File: config.mk
export PLATFORM = sky130hd
export DESIGN_NAME = mult_handshake
export DESIGN_NICKNAME = d
export VERILOG_FILES = /design/src/rtl/mult_pkg.sv /design/src/rtl/mult_handshake.sv
export SDC_FILE = /design/constraint.sdc
export NUM_CORES = 1
export LEC_CHECK = 0
export ABC_AREA = 1
export CORE_ASPECT_RATIO = 1.5
export CORE_MARGIN = 2
export CORE_UTILIZATION = 35
export DETAILED_ROUTE_END_ITERATION = 10
export GPL_ROUTABILITY_DRIVEN = 0
export PLACE_DENSITY = 0.69
export SYNTH_ARGS = -nofsm -noshare
export SYNTH_HDL_FRONTEND = slang
export SYNTH_SLANG_ARGS = --single-unit
File: constraint.sdc
create_clock -name clk -period 2.3 [get_ports clk]
set_input_delay 0.345 -clock clk [delete_from_list [all_inputs] [get_ports clk]]
set_output_delay 0.345 -clock clk [all_outputs]
set_load 0.005 [all_outputs]
File: src/rtl/mult_pkg.sv
// Shared types and constants for the Booth multiplier handshake wrapper.
// Provides the stage FSM encoding and the default operand/product widths.
package mult_pkg;

   typedef enum logic [1:0] {
      IDLE  = 2'd0,
      START = 2'd1,
      BUSY  = 2'd2,
      HOLD  = 2'd3
   } state_t;

   localparam int DEF_WIDTH = 16;

   function automatic int prod_width(input int w);
      return 2 * w;
   endfunction

   localparam int DEF_PROD_WIDTH = prod_width(DEF_WIDTH);

endpackage

File: src/rtl/mult_handshake.sv
// Valid/ready operand and result stage around a sequential multiplier,
// with a busy-cycle watchdog that returns an error result on a stalled multiplier.
module mult_handshake
   import mult_pkg::*;
#(
   parameter int WIDTH   = DEF_WIDTH,
   parameter int TIMEOUT = 2 * WIDTH + 4,
   localparam int PW     = prod_width(WIDTH)
) (
   input  logic             clk,
   input  logic             rst,
   input  logic             src_valid,
   output logic             src_ready,
   input  logic [WIDTH-1:0] src_a,
   input  logic [WIDTH-1:0] src_b,
   output logic             mult_start,
   output logic [WIDTH-1:0] mult_a,
   output logic [WIDTH-1:0] mult_b,
   input  logic             mult_done,
   input  logic [PW-1:0]    mult_product,
   output logic             dst_valid,
   input  logic             dst_ready,
   output logic [PW-1:0]    dst_product,
   output logic             dst_err
);

   localparam int CNT_W = $clog2(TIMEOUT);
   localparam logic [CNT_W-1:0] TO_LAST = CNT_W'(TIMEOUT - 1);

   state_t             state_r;
   state_t             state_s;
   logic [CNT_W-1:0]   cnt_r;
   logic [WIDTH-1:0]   mult_a_r;
   logic [WIDTH-1:0]   mult_b_r;
   logic [PW-1:0]      product_r;
   logic               err_r;
   logic               expired_s;

   assign expired_s = (cnt_r == TO_LAST);

   // Next-state decode; done takes priority over watchdog expiry
   always_comb begin
      state_s = state_r;
      case (state_r)
         IDLE: begin
            if (src_valid) state_s = START;
            else           state_s = IDLE;
         end
         START: state_s = BUSY;
         BUSY: begin
            if (mult_done || expired_s) state_s = HOLD;
            else                        state_s = BUSY;
         end
         HOLD: begin
            if (dst_ready) state_s = IDLE;
            else           state_s = HOLD;
         end
         default: state_s = IDLE;
      endcase
   end

   // State, operand, watchdog and result registers
   always_ff @(posedge clk or negedge rst) begin
      if (!rst) begin
         state_r   <= IDLE;
         cnt_r     <= '0;
         mult_a_r  <= '0;
         mult_b_r  <= '0;
         product_r <= '0;
         err_r     <= 1'b0;
      end else begin
         state_r <= state_s;
         case (state_r)
            IDLE: begin
               if (src_valid) begin
                  mult_a_r <= src_a;
                  mult_b_r <= src_b;
               end
            end
            START: cnt_r <= '0;
            BUSY: begin
               cnt_r <= cnt_r + CNT_W'(1);
               if (mult_done) begin
                  product_r <= mult_product;
                  err_r     <= 1'b0;
               end else if (expired_s) begin
                  product_r <= '0;
                  err_r     <= 1'b1;
               end
            end
            default: ;
         endcase
      end
   end

   // Handshake strobes are pure Moore decodes of the state register
   assign src_ready   = (state_r == IDLE);
   assign mult_start  = (state_r == START);
   assign dst_valid   = (state_r == HOLD);
   assign mult_a      = mult_a_r;
   assign mult_b      = mult_b_r;
   assign dst_product = product_r;
   assign dst_err     = err_r;

endmodule

# ---- Yosys cells after proc, flatten, opt, wreduce, memory -nomap -nowiden
# Index checks and enable logic that the tools add are counted.
dict set report word_totals {
  regBits 73
}
dict set report classes {
  eq_ne 4
  add_sub_neg 1
  mux 9
  n_reduce_logical 6
}
# cell count
set ops {}
lappend ops {{$mux W32} 2}
lappend ops {{$pmux W6 S2} 1}
lappend ops {{$pmux W2 S4} 1}
lappend ops {{$add A6 B1 Y6 const B} 1}
lappend ops {{$eq A6 B6 Y1 const B} 1}
lappend ops {{$eq A2 B2 Y1 const B} 2}
lappend ops {{$mux W1} 4}
lappend ops {{$reduce_and A2 Y1} 2}
lappend ops {{$reduce_bool A2 Y1} 2}
lappend ops {{$eq A2 B1 Y1 const B} 1}
lappend ops {{$logic_not A2 Y1} 1}
lappend ops {{$mux W2} 1}
lappend ops {{$logic_or A1 B1 Y1} 1}

# ---- Longest topological paths before layout
# Gate-level depths: netlist (run 1).
dict set report logic_depth {
  depth_word 4
  depth_mapped 9
  mapped_depth_nobuf 8
}

# ---- Worst setup path before layout (run 1)
# Ideal clock, no wire load.
dict set report synth_timing {
  path_kind {register to register}
  start {register state_r[0]}
  end {register mult_a_r[10] (netlist: mult_a[10])}
  stages_incl_launch_ff 6
  period_less_slack_ps 1399
  required_time_ps 2175
  slack_ps 901
  path_buffers 1
  arrival_time_ps 1274
  path_cell_list {dfrtp_1 -> inv_1 -> ha_1 -> nand2_2 -> buf_6 -> mux2_2}
}
dict set report synth_via {
  elab_chain_len 2
}
# item line
set synth_rtl {}
lappend synth_rtl {{start, declared} mult_handshake.sv:30} ;# state_t state_r;
lappend synth_rtl {{start signal, assigned} mult_handshake.sv:72} ;# state_r <= state_s;
lappend synth_rtl {{$logic_not A2 Y1} --}
lappend synth_rtl {{named net src_ready} mult_handshake.sv:13} ;# output logic src_ready,
lappend synth_rtl {{$reduce_and A2 Y1 (no source line)} --}
lappend synth_rtl {{end signal, assigned} mult_handshake.sv:76} ;# mult_a_r <= src_a;
lappend synth_rtl {{end, declared} mult_handshake.sv:33} ;# logic [WIDTH-1:0] mult_a_r;
# The timed path passes the listed nets, and every way through them passes these cells.
# A chain may end at the register's enable or synchronous reset.

# ---- Worst setup path after layout (run 1)
dict set report layout_timing {
  start {register state_r[1]}
  end {output src_ready}
}
dict set report layout_via {
  elab_chain_len 1
}
# item line
set layout_rtl {}
lappend layout_rtl {{$logic_not A2 Y1} mult_handshake.sv:97} ;# assign src_ready = (state_r == IDLE);
lappend layout_rtl {{end, declared} mult_handshake.sv:13}
# No other way between the ends.

==> reports/results.tsv, run 1 <==
metric	value	unit
Area growth, synth to finish	57.2	%
DIE AREA	0.00947	mm2
Worst VDD drop	0.548	mV
vias	2395	
Final Power	6090	uW
CTS Root Buffer Type	clkbuf_16	
M1 wire length	2770	um
TritonRoute pass-1 iters	4	
DR WL met3	619	um
sequential-to-total area share from yosys stat	60.0	%
WL met2	3670	um
outcome	completed	
Post-Syn Nets	341	
antenna diode count	0	
RSZ-0062 raised after global routing	false	
DRT Wirelength	7200	um
synth warn	0	
port bufs	136	
Final min period	1930	ps
Pleak	0.00217	uW
largest net degree at the start of global routing	40	
first-pass GRT wire length	11400	um
crit path DAT	1590	ps
Post-Syn Area	0.00304	mm2
most common cell after layout, fill and taps aside	clkdlybuf4s50_1	
maximum buffer depth of the clock tree	2	
initial antenna violation count	0	
Via-to-Cell Ratio	4.63	
Setup Skew	6.21	ps
actual slew at the worst max-slew pin	531	ps
CTS buffer count	9	
Final Setup Violations	0	
utilization after layout	56.9	%
Starting Density	36.2	%
wire per inst	13.9	um
FP Rows	41	
CP max FO	5	
Crit path required time	1960	ps
CTS tree	built	
Fin. Hold Viols	0	
First DRT Iteration DRCs	98	
Die W	80.1	um
grt total ovfl	0	
synthesized flop and latch total	73	
Fin Hold WS	496	ps
layout cell share with drive strength beyond 1	17.3	%
post-synthesis cell type count	22	
Hold WC Path Type	register to register	
post-CTS sizing	0	
Critical Path Sink Type	output pin	
cell count after synthesis	267	
GRT Resource Usage Total	15.7	%
vias in the first global route	2417	
Nets	479	
# IOs	137	
max cap viols	0	
Clock Latency Late Sink	330	ps
post-CTS setup buffer count	0	
kind of critical path	register to output pin	
cells on worst reg2reg path	6	
P per Cell Area	1270	mW/mm2
hold-fix buffer count after cts	1	
Placeable Area	0.00841	mm2
relative slew slack	64.5	%
Sum Neg Setup Slack	0	ps
DRT antenna net count	0	
die height	118	um
Final Cycle Share	84.0	%
commonest non-fill, non-tap cells in the layout	clkdlybuf4s50_1, dfrtp_1, nand2_1	
max frequency	0.518	GHz
count of final max-slew check failures	0	
number of remaining DRC errors	0	
Finished Cell Area	0.00478	mm2
crit start category	register	
CTS sink cnt	73	
Clk pin slew, worst setup/hold paths	60	ps
htree depth	3	
Post-DP HPWL	5260	um
Min-Delay Path Depth	2	
max layer used	met4	
Post-Syn Area per Cell	11.4	um2
DP Area	0.00448	mm2
[final timing paths]
check	endpoint	from	slack, ps
setup / recovery	src_ready	state_r[1]	370
hold / removal	dst_product[13]	dst_product[13]	500
setup reg to reg	dst_product[5]	state_r[0]	510
hold reg to reg	dst_product[13]	dst_product[13]	500
max in group asynchronous	mult_a[13]	rst	1220
min in group asynchronous	mult_a[8]	rst	510
[Yosys cell counts]
cell type  count  area [um2]
nor2_2         2        12.5
inv_2          2        7.51
nand3_4        1        17.5
nand2_2        2        12.5
buf_6          6        67.6
nand3_2       10         100
buf_4          1        7.51
ha_1           5        62.6
nand3_1       26         130
dfrtp_1       73        1830
buf_2          6        30.0
nor2_4         1        11.3
mux2_2        32         360
a31oi_1        1        6.26
a21oi_2        1        8.76
nand2_1       72         270
nor2_1         3        11.3
o21ai_0        2        10.0
nand4_1        1        6.26
a21oi_1        5        25.0
nor3_1         3        15.0
inv_1         12        45.0
[registers in the layout (all words and copies together), names as in the netlist]
name / cells
cnt_r: 6
dst_err: 1
dst_product: 32
mult_a: 16
mult_b: 16
state_r: 2
[worst max-delay path, cell delays in order, from the launching register on]
cell and delay, ps:
dfrtp_1 420, inv_1 100, ha_1 210, clkdlybuf4s50_1 540
[cell families (layout without fill, tap and decap cells)]
kind of cell,after synthesis,after routing,synth area share (%)
flip-flops,73,73,60.0
AO/OA/AOI/OAI,9,9,1.64
AND/OR/NAND/NOR,121,121,19.3
multiplexers,32,32,11.8
adder cells (fa/ha/maj),5,5,2.06
buffers and inverters,27,170,5.18
[metal layers]
layer  global-route usage, %  vias to the layer above
met1                    17.1                     1142
met5                       0                        -
met3                    6.56                        9
li1                        -                     1151
met2                    26.5                       93
met4                    6.04                        0
[cell type report]
class                      count  area (um2)
timing repair buffer         140        1420
tap                          107         134
clock buffer                   9         225
fill                         748        3630
sequential                    73        1830
clock inverter                 7        70.1
inverter                      14        52.6
multi-input combinational    167        1060
[where the power goes]
part | switching, uW | internal [uW]
clock network | 528 | 838
logic | 907 | 1600
registers | 338 | 1880
[metrics by stage]
stage	std cells	setup WS, ps
floorplan	267	901
global placement	500	462
detailed placement	500	423
CTS	517	346
global route	517	277
finish	517	369
No activity file was read; power rests on OpenSTA's default activity.
==> inputs of run 2 (changes only) <==
PLACE_DENSITY = 0.72   (was 0.69)
clock period = 1.7 ns   (was 2.3 ns; I/O delays follow)
==> run 2 against run 1 <==
Non-clock buffer count up 8. Critical path depth rose by 6. Register-to-register slack got worse by 400 ps. First-iteration DRC count down 20%. Power grew 38%.
==> reports/results.tsv, run 2 (synthesis results as in run 1) <==
metric	value	unit	change
Via-to-Cell Ratio	4.51		-2.6%
Pleak	0.00223	uW	+2.5%
Largest register FFs	32		unchanged
Reg area	0.00183	mm2	unchanged
DRT antenna net count	0		unchanged
cell mode on critical path	buf_4		
DIE AREA	0.00947	mm2	unchanged
TritonRoute pass-1 iters	4		unchanged
CTS buffer count	9		unchanged
relative slew slack	68.5	%	+3.9 points
kind of critical path	register to register		
Hold WC Path Type	input pin to async pin		
Clk pin slew, worst setup/hold paths	50	ps	about the same
CTS tree	built		
Fin. Hold Viols	0		unchanged
worst path bufs/invs	4		+2
most common cell after layout, fill and taps aside	clkdlybuf4s50_1		
Critical Path Sink Type	register		
largest net degree at the start of global routing	36		-10%
Final Power	8400	uW	+38%
count of final max-slew check failures	0		unchanged
Crit path depth	9		+6
Starting Density	36.2	%	unchanged
Placeable Area	0.00841	mm2	unchanged
RSZ-0062 raised after global routing	true		
antenna diode count	0		unchanged
max frequency	0.627	GHz	
Post-DP HPWL	5170	um	-1.8%
GRT Resource Usage Total	15.3	%	-0.32 points
grt total ovfl	0		unchanged
Nets	487		+1.7%
maximum buffer depth of the clock tree	2		unchanged
First DRT Iteration DRCs	78		-20%
wire per inst	13.3	um	-4.6%
die height	118	um	unchanged
cells on worst reg2reg path	9		+3
number of remaining DRC errors	0		unchanged
layout cell share with drive strength beyond 1	19.1	%	+1.8 points
Top Family by Delay on Critical Path	buffers and inverters		
Final Cycle Share	93.8	%	
Clock Latency Late Sink	320	ps	about the same
Final Setup Violations	0		unchanged
vias in the first global route	2438		+0.87%
utilization after layout	57.9	%	+0.98 points
Area growth, synth to finish	59.9	%	
FILL cells	747		-0.13%
P per Cell Area	1730	mW/mm2	+36%
slowest cell on the critical path	dfrtp_1		
CTS sink cnt	73		unchanged
crit path DAT	1860	ps	+270 ps
CTS Root Buffer Type	clkbuf_16		
vias	2369		-1.1%
port bufs	136		unchanged
crit start category	register		
Final min period	1590	ps	
Crit path required time	1960	ps	about the same
initial antenna violation count	0		unchanged
CP max FO	19		+14
actual slew at the worst max-slew pin	473	ps	-58.3 ps
Setup Skew	4.73	ps	-1.48 ps
max cap viols	0		unchanged
FP Rows	41		unchanged
# IOs	137		unchanged
multi-input logic area	0.00107	mm2	+1.2%
outcome	completed		
Die W	80.1	um	unchanged
DRT Wirelength	6980	um	-3.1%
first-pass GRT wire length	11400	um	-0.30%
Critical Path Max Stage Delay	380	ps	-160 ps
Critical Path, Cell by Cell	buf_4 -> buf_4 -> ha_1 -> inv_2 -> nor2_4 -> nand3_4 -> buf_4 -> nand3_1 -> nand2_1		
commonest non-fill, non-tap cells in the layout	clkdlybuf4s50_1, dfrtp_1, nand2_1		
Worst VDD drop	0.761	mV	+39%
htree depth	3		unchanged
run 2: changes by cell type in the layout (fill, tap and decap cells not counted), sizes merged:
cell	delta
dlygate4sd2	+3
buf	+8
clkdlybuf4s50	-3
inv	-1
clkinvlp	-1
clkinv	-3
clkbuf	+5
run 2: timing repair:
item,4_1_cts,5_1_grt
setup endpoints to repair,3,7
pin swaps,1,0
buffers inserted,2,0
endpoints found under the hold margin,33,0
gates resized for setup,7,0
hold buffers,1,0
run 2: worst reg2reg max path: stages (launching register included):
cell and delay, ps:
dfrtp_1 380, buf_4 140, buf_4 130, ha_1 230, inv_2 110, nor2_4 40, nand3_4 60, buf_4 260
nand3_1 120, nand2_1 70
run 2: routing by layer:
metal	share of wire, %	vias up	global-route usage, %
li1	-	1167	-
met1	42	1091	17.8
met2	50	105	25.5
met3	7.5	6	4.89
met4	1.1	0	6.67
met5	0	-	0
run 2: path summary, 6_finish.rpt:
check                                 startpoint               to  slack [ps]
worst min-delay path                         rst       mult_a[15]         430
min in group clk                mult_product[31]  dst_product[31]         470
worst max register to register        state_r[1]  dst_product[16]         110
worst max-delay path                  state_r[1]  dst_product[16]         110
worst min register to register   dst_product[20]  dst_product[20]         500
max in group asynchronous                    rst  dst_product[23]         690
run 2: through the flow:
step,setup TNS [ps],area [um2],std cells,hold WS (ps),worst slack (ps)
after floorplan,0,3040,267,-40.6,301
after global routing,-99.4,4870,525,475,-34.9
final,0,4870,525,434,106
after CTS,0,4870,525,448,85.4
after global placement,0,4520,506,245,224
after detailed placement,0,4520,506,250,167
run 2: power breakdown:
| group | internal (uW) | total (uW) | leakage [uW] | switching (uW) |
|---|---|---|---|---|
| Clock | 1250 | 1910 | 0.000153 | 654 |
| Combinational | 2240 | 3480 | 0.00118 | 1250 |
| Sequential | 2550 | 3000 | 0.000895 | 457 |
| Total | 6040 | 8400 | 0.00223 | 2360 |
run 2: cell type report:
type	count	area share (%)
multi-input combinational	167	22.0
tap	107	2.75
inverter	14	1.08
timing repair buffer	148	30.3
clock inverter	2	0.720
sequential	73	37.5
clock buffer	14	5.63
